<file path="src/rtl/conv1d_sequencer.sv">
// conv1d_sequencer: autonomous command sequencer for the conv1d CFU.
// Preloads the input ring buffer, then per output position issues start/poll/read,
// streams the quantized result out, refills one column and advances the ring origin.
// While idle the CFU port is handed straight through to the host.
module conv1d_sequencer #(
    parameter int unsigned KERNEL_LENGTH = 8,
    parameter int unsigned MAX_DEPTH     = 128,
    parameter int unsigned POLL_TIMEOUT  = 4096,
    parameter int unsigned CMD_NOP       = 9
) (
    input  logic        clk,
    input  logic        rst,
    input  logic        start,
    input  logic [7:0]  cfg_depth,
    input  logic [15:0] cfg_positions,
    output logic        busy,
    output logic        done,
    output logic        err,
    output logic [1:0]  err_code,
    input  logic [31:0] in_data,
    input  logic        in_valid,
    output logic        in_ready,
    output logic [31:0] out_data,
    output logic        out_valid,
    input  logic        out_ready,
    input  logic        host_en,
    input  logic [6:0]  host_cmd,
    input  logic [31:0] host_inp0,
    input  logic [31:0] host_inp1,
    output logic        host_grant,
    output logic [31:0] host_ret,
    output logic        cfu_en,
    output logic [6:0]  cfu_cmd,
    output logic [31:0] cfu_inp0,
    output logic [31:0] cfu_inp1,
    input  logic [31:0] cfu_ret
);

    localparam logic [6:0] CmdWrite    = 7'd1;
    localparam logic [6:0] CmdSetDepth = 7'd5;
    localparam logic [6:0] CmdStart    = 7'd6;
    localparam logic [6:0] CmdRead     = 7'd7;
    localparam logic [6:0] CmdSetX     = 7'd8;
    localparam logic [6:0] CmdNop      = 7'(CMD_NOP);
    localparam int unsigned XW = (KERNEL_LENGTH > 1) ? $clog2(KERNEL_LENGTH) : 1;

    typedef enum logic [3:0] {
        StIdle,
        StReject,
        StCfgDepth,
        StCfgX,
        StPreload,
        StStart,
        StPoll,
        StRead,
        StCapture,
        StEmit,
        StRefill
    } state_e;

    state_e          state_q, state_d;
    logic [7:0]      depth_q, depth_d;
    logic [15:0]     positions_q, positions_d;
    logic [XW-1:0]   start_x_q, start_x_d;
    logic [15:0]     pos_cnt_q, pos_cnt_d;
    logic [9:0]      word_cnt_q, word_cnt_d;
    logic [31:0]     poll_cnt_q, poll_cnt_d;
    logic [31:0]     out_data_q, out_data_d;
    logic            out_valid_q, out_valid_d;
    logic            done_q, done_d;
    logic            err_q, err_d;
    logic [1:0]      err_code_q, err_code_d;

    logic            eng_en;
    logic [6:0]      eng_cmd;
    logic [31:0]     eng_inp0;
    logic [31:0]     eng_inp1;

    logic            cfg_bad;
    logic            accept;
    logic            preload_last;
    logic            refill_last;
    logic [15:0]     pos_cnt_inc;
    logic [XW-1:0]   start_x_next;
    logic [31:0]     word_offset;
    logic [31:0]     refill_addr;

    assign cfg_bad = (cfg_depth == 8'd0) || (cfg_depth[1:0] != 2'b00) ||
                     (32'(cfg_depth) > MAX_DEPTH) || (cfg_positions == 16'd0);

    assign accept       = in_valid & in_ready;
    assign preload_last = (word_cnt_q == (10'({depth_q, 1'b0}) - 10'd1));
    assign refill_last  = (word_cnt_q == (10'(depth_q >> 2) - 10'd1));
    assign pos_cnt_inc  = pos_cnt_q + 16'd1;
    assign start_x_next = (start_x_q == XW'(KERNEL_LENGTH - 1)) ? '0 : start_x_q + 1'b1;
    assign word_offset  = {20'b0, word_cnt_q, 2'b00};
    // Refill overwrites the oldest column, which sits at the current ring origin.
    assign refill_addr  = 32'(start_x_q) * 32'(depth_q) + word_offset;

    // State register.
    always_ff @(posedge clk) begin
        if (rst) begin
            state_q <= StIdle;
        end else begin
            state_q <= state_d;
        end
    end

    // Datapath registers: run config, counters, output holding register, status.
    always_ff @(posedge clk) begin
        if (rst) begin
            depth_q     <= '0;
            positions_q <= '0;
            start_x_q   <= '0;
            pos_cnt_q   <= '0;
            word_cnt_q  <= '0;
            poll_cnt_q  <= '0;
            out_data_q  <= '0;
            out_valid_q <= 1'b0;
            done_q      <= 1'b0;
            err_q       <= 1'b0;
            err_code_q  <= '0;
        end else begin
            depth_q     <= depth_d;
            positions_q <= positions_d;
            start_x_q   <= start_x_d;
            pos_cnt_q   <= pos_cnt_d;
            word_cnt_q  <= word_cnt_d;
            poll_cnt_q  <= poll_cnt_d;
            out_data_q  <= out_data_d;
            out_valid_q <= out_valid_d;
            done_q      <= done_d;
            err_q       <= err_d;
            err_code_q  <= err_code_d;
        end
    end

    // Next-state logic and the engine's per-state CFU command.
    always_comb begin
        state_d     = state_q;
        depth_d     = depth_q;
        positions_d = positions_q;
        start_x_d   = start_x_q;
        pos_cnt_d   = pos_cnt_q;
        word_cnt_d  = word_cnt_q;
        poll_cnt_d  = poll_cnt_q;
        out_data_d  = out_data_q;
        out_valid_d = out_valid_q;
        done_d      = 1'b0;
        err_d       = err_q;
        err_code_d  = err_code_q;
        eng_en      = 1'b1;
        eng_cmd     = CmdNop;
        eng_inp0    = '0;
        eng_inp1    = '0;
        in_ready    = 1'b0;

        unique case (state_q)
            StIdle: begin
                eng_en = 1'b0;
                if (start) begin
                    depth_d     = cfg_depth;
                    positions_d = cfg_positions;
                    err_d       = 1'b0;
                    err_code_d  = 2'd0;
                    start_x_d   = '0;
                    pos_cnt_d   = '0;
                    word_cnt_d  = '0;
                    state_d     = cfg_bad ? StReject : StCfgDepth;
                end
            end
            StReject: begin
                // A rejected config never touches the CFU.
                eng_en     = 1'b0;
                err_d      = 1'b1;
                err_code_d = 2'd1;
                done_d     = 1'b1;
                state_d    = StIdle;
            end
            StCfgDepth: begin
                eng_cmd  = CmdSetDepth;
                eng_inp1 = 32'(depth_q);
                state_d  = StCfgX;
            end
            StCfgX: begin
                eng_cmd  = CmdSetX;
                eng_inp1 = 32'(start_x_q);
                // Only the very first position needs the full ring preloaded.
                state_d  = (pos_cnt_q == 16'd0) ? StPreload : StStart;
            end
            StPreload: begin
                in_ready = 1'b1;
                if (accept) begin
                    eng_cmd  = CmdWrite;
                    eng_inp0 = word_offset;
                    eng_inp1 = in_data;
                    if (preload_last) begin
                        word_cnt_d = '0;
                        state_d    = StStart;
                    end else begin
                        word_cnt_d = word_cnt_q + 10'd1;
                    end
                end
            end
            StStart: begin
                eng_cmd    = CmdStart;
                poll_cnt_d = '0;
                state_d    = StPoll;
            end
            StPoll: begin
                // First poll cycle still shows the ret of the start command; skip it.
                if ((poll_cnt_q != 32'd0) && cfu_ret[0]) begin
                    state_d = StRead;
                end else if (poll_cnt_q == 32'(POLL_TIMEOUT - 1)) begin
                    err_d      = 1'b1;
                    err_code_d = 2'd2;
                    done_d     = 1'b1;
                    state_d    = StIdle;
                end else begin
                    poll_cnt_d = poll_cnt_q + 32'd1;
                end
            end
            StRead: begin
                eng_cmd = CmdRead;
                state_d = StCapture;
            end
            StCapture: begin
                out_data_d  = cfu_ret;
                out_valid_d = 1'b1;
                state_d     = StEmit;
            end
            StEmit: begin
                if (out_ready) begin
                    out_valid_d = 1'b0;
                    pos_cnt_d   = pos_cnt_inc;
                    if (pos_cnt_inc == positions_q) begin
                        done_d  = 1'b1;
                        state_d = StIdle;
                    end else begin
                        state_d = StRefill;
                    end
                end
            end
            StRefill: begin
                in_ready = 1'b1;
                if (accept) begin
                    eng_cmd  = CmdWrite;
                    eng_inp0 = refill_addr;
                    eng_inp1 = in_data;
                    if (refill_last) begin
                        word_cnt_d = '0;
                        start_x_d  = start_x_next;
                        state_d    = StCfgX;
                    end else begin
                        word_cnt_d = word_cnt_q + 10'd1;
                    end
                end
            end
            default: begin
                eng_en  = 1'b0;
                state_d = StIdle;
            end
        endcase
    end

    assign busy       = (state_q != StIdle);
    assign done       = done_q;
    assign err        = err_q;
    assign err_code   = err_code_q;
    assign out_data   = out_data_q;
    assign out_valid  = out_valid_q;
    assign host_grant = ~busy;
    assign host_ret   = cfu_ret;

    // Host owns the port whenever the engine is idle; host requests are dropped otherwise.
    always_comb begin
        if (busy) begin
            cfu_en   = eng_en;
            cfu_cmd  = eng_cmd;
            cfu_inp0 = eng_inp0;
            cfu_inp1 = eng_inp1;
        end else begin
            cfu_en   = host_en;
            cfu_cmd  = host_cmd;
            cfu_inp0 = host_inp0;
            cfu_inp1 = host_inp1;
        end
    end

endmodule

</file>
<file path="config.mk">
export PLATFORM = sky130hd
export DESIGN_NAME = conv1d_sequencer
export DESIGN_NICKNAME = d
export VERILOG_FILES = /design/src/rtl/conv1d_sequencer.sv
export SDC_FILE = /design/constraint.sdc
export NUM_CORES = 1
export LEC_CHECK = 0
export BUFFER_PORTS_ARGS = -buffer_cell sky130_fd_sc_hd__buf_4
export CAP_MARGIN = 0
export CORE_MARGIN = 10
export CORE_UTILIZATION = 47
export CTS_BUF_LIST = sky130_fd_sc_hd__clkbuf_8
export DETAILED_ROUTE_END_ITERATION = 7
export PLACE_DENSITY_LB_ADDON = 0.1
export SYNTH_ARGS = -nofsm -noshare
export SYNTH_HDL_FRONTEND = slang
export SYNTH_SLANG_ARGS = --single-unit
</file>
<file path="constraint.sdc">
create_clock -name clk -period 3.82 [get_ports clk]
set_clock_uncertainty 0.05 [all_clocks]
set_input_delay 0.191 -clock clk [delete_from_list [all_inputs] [get_ports clk]]
set_output_delay 0.191 -clock clk [all_outputs]
set_load 0.03 [all_outputs]
</file>
# ---- After elaboration in Yosys (flattened, before gate mapping)
# Index checks and enable logic that the tools add are counted.
dict set report op_classes {
  add_sub_neg 7
  n_mul 1
  n_lt_le_gt_ge 1
  eq_ne 25
  mux 57
  n_bitwise 2
  n_reduce_logical 27
}
# op count
set op_table {}
lappend op_table {{$mux 32} 5}
lappend op_table {{$pmux 32 s3} 1}
lappend op_table {{$pmux 32 s2} 1}
lappend op_table {{$mux 10} 5}
lappend op_table {{$mux 4} 10}
lappend op_table {{$pmux 4 s10} 1}
lappend op_table {{$add 32x1->32 const B} 1}
lappend op_table {{$eq 32x12->1 const B} 1}
lappend op_table {{$logic_not 16->1} 2}
lappend op_table {{$mux 16} 2}
lappend op_table {{$pmux 16 s2} 1}
lappend op_table {{$reduce_bool 32->1} 1}
lappend op_table {{$pmux 10 s3} 1}
lappend op_table {{$pmux 13 s2} 1}
lappend op_table {{$eq 10x10->1} 2}
lappend op_table {{$pmux 4 s5} 1}
lappend op_table {{$ne 2x2->1 const B} 9}
lappend op_table {{$add 16x1->16 const B} 1}
lappend op_table {{$eq 16x16->1} 1}
lappend op_table {{$eq 4x3->1 const B} 4}
lappend op_table {{$add 11x12->13} 1}
lappend op_table {{$mux 13} 1}
lappend op_table {{$eq 4x4->1 const B} 3}
lappend op_table {{$mux 1} 12}
lappend op_table {{33 further kinds} 52}
dict set report word_totals {
  register_bits 126
  inputBits 165
  out_inout_bits 144
  elab_cells 132
}

# ---- Depth between registers and ports, before layout
# Gate-level depths: netlist (run 1).
dict set report depth {
  ltp_word 7
  ltp_mapped 15
  mapped_depth_nobuf 14
}

# ---- Worst setup path before layout (run 1)
# Ideal clock, no wire load.
dict set report synth_path {
  path_kind {register to output}
  start {register depth_q[2]}
  end {output cfu_inp0[11]}
  arrival_time_ps 3989
  required_time_ps 3579
  slack_ps -410
  stages_incl_launch_ff 16
  path_buffers 1
  cell_sequence {dfxtp_1 -> buf_1 -> and2_1 -> fa_1 -> inv_1 -> fa_1 -> inv_1 -> ha_1 -> fa_1 -> a21o_1 -> a21oi_1 -> o21bai_1 -> a21oi_1 -> o21ai_0 -> o211a_1 -> o21ai_0}
}
dict set report synth_between {
  elab_chain_len 5
}
# item line_no
set synth_lines {}
lappend synth_lines {{from (decl)} 62} ;# logic [7:0] depth_q, depth_d;
lappend synth_lines {{from (signal assigned)} 124} ;# depth_q <= depth_d;
lappend synth_lines {{$mul 3x8->11} 98} ;# assign refill_addr = 32'(start_x_q) * 32'(depth_q) + word_offset;
lappend synth_lines {{$add 11x12->13} 98}
lappend synth_lines {{$mux 13} 246} ;# if (accept) begin
lappend synth_lines {{$pmux 13 s2} 158} ;# unique case (state_q)
lappend synth_lines {{$mux 32} 277} ;# if (busy) begin
lappend synth_lines {{to (decl)} 34} ;# output logic [31:0] cfu_inp0,
# No other way between the ends.

# ---- Worst setup path in the final report (run 1)
dict set report layout_path {
  start {register depth_q[3]}
  end {output cfu_inp0[11]}
}
# The elaborated chain is that of the path after synthesis.

==> results of run 1 <==
==> cell type report <==
type                       instances  area (um^2)
antenna                            4         10.0
clock buffer                      20          275
clock inverter                    12          155
fill                            1518         5970
inverter                          70          263
multi-input combinational        841         5470
sequential                       126         2530
tap                              229          287
timing repair buffer             405         3190
==> through the flow <==
step	worst slack (ns)	instance area, um^2	std cells
after CTS	-0.187	12100	1701
after global placement	0.0357	11000	1610
final	-0.208	12200	1707
after floorplan	-0.0392	8770	1153
after detailed placement	-0.0209	11000	1610
after global routing	-0.351	12200	1707
==> flip-flops by register name, summed over array words and instances (netlist names), 2 cells and up <==
signal and flops:
out_data 32, poll_cnt_q 32, pos_cnt_q 16, positions_q 16, word_cnt_q 10, depth_q 8
state_q 4, start_x_q 3, err_code 2
==> what timing repair did <==
action | 4_1_cts | 5_1_grt
hold buffers | 56 | 0
resized for setup | 23 | 7
setup buffers | 3 | 2
setup endpoints to repair | 6 | 5
pin swaps | 17 | 6
endpoints found under the hold margin | 56 | 0
==> power by group through the flow <==
stage / clock [mW] / combinational (mW) / sequential, mW
2_1_floorplan: 0 / 0.724 / 1.40
3_3_place_gp: 0 / 1.17 / 1.41
3_5_place_dp: 0 / 1.18 / 1.41
4_1_cts: 1.29 / 1.23 / 1.38
5_1_grt: 1.34 / 1.32 / 1.38
6_report: 1.27 / 1.24 / 1.38
==> routing by layer <==
layer,vias to the layer above,GRT usage (%)
met5,-,0
met4,0,8.45
met3,50,7.87
met2,355,42.4
met1,4406,27.3
li1,4603,-
==> critical path, stage by stage (launching register included) <==
cell and delay, ns:
dfxtp_2 0.34, and2_4 0.16, fa_1 0.54, inv_2 0.04, fa_1 0.48, inv_2 0.04
ha_4 0.16, fa_2 0.36, a21o_1 0.17, a21oi_2 0.16, o21bai_1 0.11, a21oi_2 0.20
o21ai_2 0.08, o211a_1 0.21, o21ai_2 0.12, buf_6 0.15
==> worst max-delay path by stage <==
stage | endpoint | slack, ns | cells past startpoint
6_report | cfu_inp0[11] | -0.21 | 15
5_1_grt | cfu_inp0[9] | -0.35 | 15
4_1_cts | cfu_inp0[11] | -0.19 | 15
3_5_place_dp | cfu_inp0[11] | -0.02 | 15
3_3_place_gp | cfu_inp0[11] | 0.04 | 15
2_1_floorplan | cfu_inp0[11] | -0.04 | 15
==> synth_stat cells, drive strengths merged (3+ instances only) <==
cell / number
nand2: 162
dfxtp: 126
a21oi: 111
inv: 70
clkbuf: 65
nor2: 64
buf: 51
and2: 46
xnor2: 45
o21ai: 41
nand3: 35
nor3: 34
a22o: 29
nor4: 27
xor2: 23
ha: 19
and3: 18
nand4: 17
or3: 16
fa: 15
a22oi: 10
nand2b: 10
a31oi: 9
nor3b: 9
a222oi: 7
and4: 7
mux2i: 7
o31ai: 7
a211oi: 5
a21o: 5
nand3b: 5
or4: 5
a221o: 4
a311oi: 4
nor2b: 4
nor4b: 4
a2bb2oi: 3
o211ai: 3
o21a: 3
o21bai: 3
==> cell families (layout without fill, tap and decap cells) <==
| logic type | count (synthesis) | count (layout) |
|---|---|---|
| AOI/OAI and AO/OA | 264 | 264 |
| xor gates and xnor gates | 68 | 68 |
| adders and majority gates | 34 | 34 |
| buffers and inverters | 186 | 507 |
| DFF | 126 | 126 |
| muxes | 7 | 7 |
| other | 0 | 4 |
| and+or+nand+nor | 468 | 468 |
==> results by group, run 1 <==
Synthesis
  – Flops & latches, synth: 126
  – Cell accounting for the most synthesized area: dfxtp_1
  – Post-Syn Nets: 1,352
  – Xor/xnor share of the synthesized area: 6.80%
  – Synth Area per Inst: 7.60 um^2
  – Post-Synthesis Cell Area: 8760 um^2
  – Simple-gate share of the synthesized area: 27.8%
  – Warnings from Yosys: 0
  – Post-synthesis mux area share: 0.800%
  – FFs w/ async S/R, synth: 0%
  – Synth Flop Type: dfxtp_1
  – Unique masters post-synth: 76
  – EDFF count, synth: 0
  – Syn Inst Count: 1,153
  – Adder-cell share of the synthesized area: 6.14%
  – Largest family of logic cells by synthesized area: simple AND/OR/NAND/NOR gates
  – Synth area leaders: dfxtp_1 (29%), nand2_1 (6.9%), a21oi_1 (6.3%), xnor2_1 (4.5%), fa_1 (3.4%)
  – Post-synthesis sequential area ratio: 28.8%
  – Complex-gate fraction of the synthesized area: 19.8%
  – Yosys top cell area share: 28.8%

Routing
  – Post-Route WL: 31.8 mm
  – Drt via density: 5.51
  – Total length of routed met2 wires: 15.7 mm
  – Met1 WL: 12.7 mm
  – Wirelength per Cell: 18.6 um
  – Pre-Repair DR Iteration Count: 5
  – Final ANT Viol Nets: 0
  – Top Metal Used: met4
  – Via count: 9,414
  – Metal3 WL: 2.67 mm
  – 1st-iter DRT viols: 646
  – DRC: 0

STA
  – Setup WS post-layout: -0.208 ns
  – Final-report hold violation count: 0
  – Fmax: 248 MHz
  – Minimum clock period: 4.03 ns
  – Slew Limit Fails: 0
  – RSZ-0062 raised after global routing: yes
  – # setup viols final: 2
  – Setup_tns: -0.394 ns
  – Period utilisation layout: 105%
  – Worst slew margin: 42.0%
  – Worst slew pin tran: 0.870 ns
  – Hold Slack: 0.0521 ns

GRT
  – Global-route usage over all layers: 24.3%
  – Largest net degree at the start of global routing: 63
  – Antenna violations before repair: 4
  – GRT Residual Overflow: 0
  – First-pass GRT wire length: 48.2 mm
  – Vias in the first global route: 9,077

Placement
  – Routability cong.: 0.906
  – Number of buffers added on ports: 308
  – Dpl hpwl: 23.9 mm

Clock network
  – # clock sinks: 126
  – Clk_lat worst skew: 0.46 ns
  – CTS Root Cell: clkbuf_8
  – Clock Path Buffers: 2
  – Inserted Clock Buffers: 17
  – Worst-path clk slew: 0.08 ns
  – Max H-tree Level: 4
  – TritonCTS clock tree: built

Outcome
  – Status: finished, violations left
  – Failing checks: negative setup slack

Floorplan
  – Die X: 157 um
  – # IOs: 309
  – Die Area: 24,500 um^2
  – Starting density of the core: 48.3%
  – Core Rows: 49
  – Core ar.: 18,100 um^2
  – Die H: 157 um

Worst hold path
  – WHS Path Cells: 3
  – Hold Path Class: input port to flip-flop
  – Hold Crit Endpoint: state_q[0]
  – Start point of the worst hold path: out_ready

Power
  – Clock power share: 32.7%
  – Sw frac: 34.0%
  – PwrDens: 320 nW/um^2
  – Comb power frac: 31.8%
  – Int Power: 2.57 mW
  – Maximum VDD drop: 268 uV
  – Power Total: 3.89 mW
  – NetSw: 1.32 mW
  – Reg power frac: 35.5%
  – LEAKAGE: 5.23 nW

Final layout
  – Layout Nets: 1,660
  – Most common cell after layout, fill and taps aside: buf_4
  – Syn-to-layout area delta: 39.0%
  – Final core utilization: 67.1%
  – Layout cells sized above 1: 29.3%
  – Most frequent cells in the layout: buf_4 (347), nand2_1 (162), dfxtp_1 (121)

Worst setup path
  – Reg2reg start: pos_cnt_q[0]
  – Worst Setup SP: depth_q[3]
  – Worst r2r path cells: 8
  – Kind of critical path: flip-flop to output port
  – WP data arrival: 3.79 ns
  – Crit path capture type: output port
  – Worst R2R Setup Slack: 0.77 ns
  – Crit path max fanout: 3
  – Crit start category: flip-flop
  – FF-to-FF End: state_q[3]
  – Req. time, crit path: 3.58 ns

Flow run
  – Max_cap viols: 0
No activity file was read; power rests on OpenSTA's default activity.
==> inputs of run 2 (changes only) <==
- REMOVE_ABC_BUFFERS: default -> 1
==> results by group, run 2 (synthesis gave the netlist of run 1 again) <==
STA
  – Fmax: 252 MHz
  – RSZ-0062 raised after global routing: yes
  – # setup viols final: 5
  – Slew Limit Fails: 0
  – Minimum clock period: 3.97 ns
  – Setup WS post-layout: -0.151 ns
  – Worst slew margin: 44.4%
  – Worst slew pin tran: 0.831 ns
  – Period utilisation layout: 104%
  – Final-report hold violation count: 0

Placement
  – Routability cong.: 0.912
  – Dpl hpwl: 26.7 mm
  – DP Worst Slack: -0.0128 ns
  – Number of buffers added on ports: 308
  – Cells after DPL: 1,610

Clock network
  – TritonCTS clock tree: built
  – Clk_lat worst skew: 0.45 ns
  – Worst-path clk slew: 0.09 ns
  – # clock sinks: 126
  – CTS Root Cell: clkbuf_8
  – Max H-tree Level: 4
  – Clock Path Buffers: 2
  – Inserted Clock Buffers: 17

Final layout
  – Fillcell total: 1,615
  – Register Area: 2530 um^2
  – Final core utilization: 66.7%
  – Multi-input logic area: 5460 um^2
  – Layout cells sized above 1: 29.4%
  – Most frequent cells in the layout: buf_4 (343), nand2_1 (162), dfxtp_1 (123)
  – Syn-to-layout area delta: 38.1%
  – Most common cell after layout, fill and taps aside: buf_4
  – Layout Nets: 1,658
  – Fin cells: 1,702

Worst setup path
  – Crit path capture type: output port
  – Kind of critical path: flip-flop to output port
  – Req. time, crit path: 3.58 ns
  – Crit path max fanout: 3
  – WP data arrival: 3.73 ns
  – Crit start category: flip-flop

Floorplan
  – Die Area: 24,500 um^2
  – Starting density of the core: 48.3%
  – Core Rows: 49
  – Die H: 157 um
  – Die X: 157 um
  – Core ar.: 18,100 um^2
  – # IOs: 309

GRT
  – Antenna violations before repair: 2
  – First-pass GRT wire length: 52.2 mm
  – Vias in the first global route: 9,207
  – Largest net degree at the start of global routing: 49
  – Global-route usage over all layers: 26.7%
  – GRT Residual Overflow: 0

Power
  – LEAKAGE: 5.19 nW
  – Maximum VDD drop: 233 uV
  – Power Total: 3.78 mW
  – PwrDens: 313 nW/um^2

Routing
  – Post-Route WL: 34.6 mm
  – DRC: 0
  – Wirelength per Cell: 20.3 um
  – Final ANT Viol Nets: 0
  – Via count: 9,486
  – Drt via density: 5.57
  – Pre-Repair DR Iteration Count: 5
  – 1st-iter DRT viols: 775

Outcome
  – Status: finished, violations left
  – Failing checks: negative setup slack

Flow run
  – Max_cap viols: 0

Worst hold path
  – Hold Path Class: input port to flip-flop
run 2: layout make-up:
class                   count  share of cell area [%]
well taps                 229                    2.37
inverters                  70                    2.19
clock inverters            14                    1.11
clock buffers              18                    2.05
repair buffers            403                    26.3
diodes                      1                  0.0207
multi-input cells         841                    45.1
flip-flops and latches    126                    20.9
run 2: critical path, cell delays in order, from the launching register on:
cell	delay, ns
dfxtp_2	0.34
buf_6	0.11
and2_4	0.13
fa_1	0.53
inv_1	0.05
fa_1	0.50
inv_2	0.06
fa_2	0.39
a21o_1	0.17
a21oi_2	0.14
o21bai_1	0.09
a21oi_2	0.19
o21ai_2	0.08
o211a_1	0.21
o21ai_1	0.11
buf_4	0.18
run 2: worst paths after layout:
kind | startpoint | cells past startpoint | slack [ns] | endpoint
worst max-delay path | start_x_q[1] | 15 | -0.15 | cfu_inp0[11]
worst max register to register | pos_cnt_q[0] | 8 | 0.77 | state_q[1]
worst min register to register | out_data[28] | 2 | 0.41 | out_data[28]
worst min-delay path | cfu_ret[8] | 3 | 0.07 | out_data[8]
run 2: power breakdown:
part	switching, mW	internal, mW
Clock	0.598	0.541
Combinational	0.739	0.526
Sequential	0.0383	1.34
run 2: layer usage:
layer  vias to the layer above  share of wire (%)  GRT usage, %
met5                         -              0.038             0
met4                         2                2.1          7.82
met3                        42                7.3          6.06
met2                       335                 50          46.3
met1                      4503                 41          32.4
li1                       4604                  -             -
run 2: repair_timing:
action / 4_1_cts / 5_1_grt
pin swaps: 15 / 11
buffers inserted: 1 / 3
gates cloned: 0 / 0
resized for setup: 25 / 13
hold endpoints to repair: 55 / 0
setup endpoints to repair: 6 / 6
hold buffers: 55 / 0
run 2: stage by stage:
stage	hold WS, ns	cell area (um^2)	TNS, ns
global route	0.0835	12100	-1.11
floorplan	0.210	8160	-0.387
finish	0.0673	12100	-0.402
CTS	0.0263	12000	-0.289
global placement	0.393	11000	0
detailed placement	0.399	11000	-0.0128
==> inputs of run 3 (changes only) <==
- GPL_TIMING_DRIVEN: default -> 0
==> results by group, run 3 (synthesis gave the netlist of run 1 again) <==
Worst setup path
  – Kind of critical path: flip-flop to output port
  – CP max stage delay: 0.53 ns
  – Cells along the critical path: and2_4 -> fa_1 -> inv_1 -> fa_1 -> inv_2 -> ha_4 -> fa_2 -> a21o_1 -> a21oi_2 -> o21bai_1 -> a21oi_2 -> o21ai_2 -> o211a_1 -> o21ai_2 -> buf_6
  – Req. time, crit path: 3.58 ns
  – Worst Setup SP: depth_q[3]
  – WP data arrival: 3.75 ns
  – Crit start category: flip-flop
  – Crit path max fanout: 5
  – Crit path capture type: output port
  – Slowest cell on the critical path: fa_1
  – Reg2reg start: state_q[2]

Floorplan
  – Die X: 157 um
  – Die H: 157 um
  – Starting density of the core: 48.3%
  – Core Rows: 49
  – # IOs: 309
  – Die Area: 24,500 um^2
  – Core ar.: 18,100 um^2

Power
  – Clock power share: 34.2%
  – Reg power frac: 34.9%
  – Maximum VDD drop: 191 uV
  – Sw frac: 33.7%
  – Power Total: 4.01 mW
  – NetSw: 1.35 mW
  – LEAKAGE: 5.15 nW
  – Comb power frac: 30.9%
  – Int Power: 2.65 mW
  – PwrDens: 331 nW/um^2

Routing
  – Via count: 9,586
  – Wirelength per Cell: 20.4 um
  – Drt via density: 5.69
  – Pre-Repair DR Iteration Count: 5
  – DRC: 0
  – 1st-iter DRT viols: 745
  – Post-Route WL: 34.3 mm
  – Final ANT Viol Nets: 0

GRT
  – GRT met3 Usage: 8.17%
  – GRT Max-Usage Layer: met2
  – Vias in the first global route: 8,868
  – Largest net degree at the start of global routing: 94
  – Antenna violations before repair: 4
  – Met2 Use GR: 43.8%
  – GRT Residual Overflow: 0
  – Met1 track demand over resource: 30.4%
  – Global-route usage over all layers: 26.3%
  – First-pass GRT wire length: 50.7 mm

STA
  – Minimum clock period: 3.99 ns
  – # setup viols final: 2
  – Hold Slack: 0.0571 ns
  – Worst slew margin: 9.35%
  – Final-report hold violation count: 0
  – Setup_tns: -0.296 ns
  – Worst slew pin tran: 1.36 ns
  – RSZ-0062 raised after global routing: yes
  – Period utilisation layout: 104%
  – Slew Limit Fails: 0
  – Fmax: 251 MHz
  – Setup WS post-layout: -0.167 ns

Placement
  – Cells after DPL: 1,577
  – Placed Area: 10,800 um^2
  – Number of buffers added on ports: 308
  – Routability cong.: 0.950
  – Dpl hpwl: 25.7 mm

Clock network
  – Clk_lat worst skew: 0.45 ns
  – Max H-tree Level: 4
  – # clock sinks: 126
  – Clock Path Buffers: 2
  – CTS Root Cell: clkbuf_8
  – TritonCTS clock tree: built
  – Worst-path clk slew: 0.08 ns
  – Inserted Clock Buffers: 17

Final layout
  – Layout Nets: 1,642
  – Syn-to-layout area delta: 38.0%
  – Fin cells: 1,686
  – Post-route cell area: 12,100 um^2
  – Most common cell after layout, fill and taps aside: buf_4
  – Most frequent cells in the layout: buf_4 (326), nand2_1 (162), dfxtp_1 (116)
  – Layout cells sized above 1: 28.5%

Worst hold path
  – Hold Path Class: input port to flip-flop
  – Start point of the worst hold path: cfu_ret[8]

Flow run
  – Max_cap viols: 0

Outcome
  – Failing checks: negative setup slack
  – Status: finished, violations left
[run 3: changes by cell type in the layout (fill, tap and decap cells not counted), moves of 2 or more]
cell,before,now
clkinv_4,5,2
and2_4,7,4
and2_1,38,41
dfxtp_4,0,8
dfxtp_1,123,116
inv_2,6,3
inv_1,63,67
bufinv_16,1,5
inv_6,4,2
buf_4,343,326
[run 3: path summary, 6_finish.rpt]
check	endpoint	cells after the start	slack, ns
hold / removal	out_data[8]	3	0.06
setup reg to reg	pos_cnt_q[2]	7	0.36
setup / recovery	cfu_inp0[11]	15	-0.17
hold reg to reg	out_data[21]	2	0.41
[run 3: power by group through the flow]
| stage | clock network [mW] | logic [mW] | registers (mW) |
|---|---|---|---|
| after floorplan | 0 | 0.600 | 1.42 |
| after global placement | 0 | 1.15 | 1.43 |
| after detailed placement | 0 | 1.16 | 1.43 |
| after CTS | 1.39 | 1.24 | 1.40 |
| after global routing | 1.45 | 1.31 | 1.40 |
| final | 1.37 | 1.24 | 1.40 |
[run 3: stage by stage]
stage,worst slack (ns),util (%)
after detailed placement,-0.324,59.5
after CTS,-0.225,66.4
after floorplan,-0.318,-
after global placement,-1.91,59.3
after global routing,-0.302,66.7
final,-0.167,66.7
[run 3: cell type report]
type / instances / area, um^2
antenna: 2 / 5.00
clock buffer: 18 / 248
clock inverter: 13 / 213
fill: 1545 / 6050
inverter: 70 / 263
multi-input combinational: 841 / 5450
sequential: 126 / 2550
tap: 229 / 287
timing repair buffer: 387 / 3070
[run 3: layer usage]
metal  vias up  wire length (um)
li1       4573                 -
met1      4520             13300
met2       414             16500
met3        75              3200
met4         4              1280
met5         -                25
[run 3: repair_timing]
item                                   4_1_cts  5_1_grt
hold buffers                                55        0
endpoints found under the hold margin       55        0
setup endpoints to repair                    6        8
setup buffers                               20        2
pin swaps                                   18       13
resized for setup                           32       11
[run 3: worst max-delay path, delay by kind of cell (launching register included)]
kind / cells / cell delay [ns]
AOI/OAI and AO/OA: 7 / 1.03
and+or+nand+nor: 1 / 0.14
adders and majority gates: 4 / 1.51
DFF: 1 / 0.37
buffers and inverters: 3 / 0.25
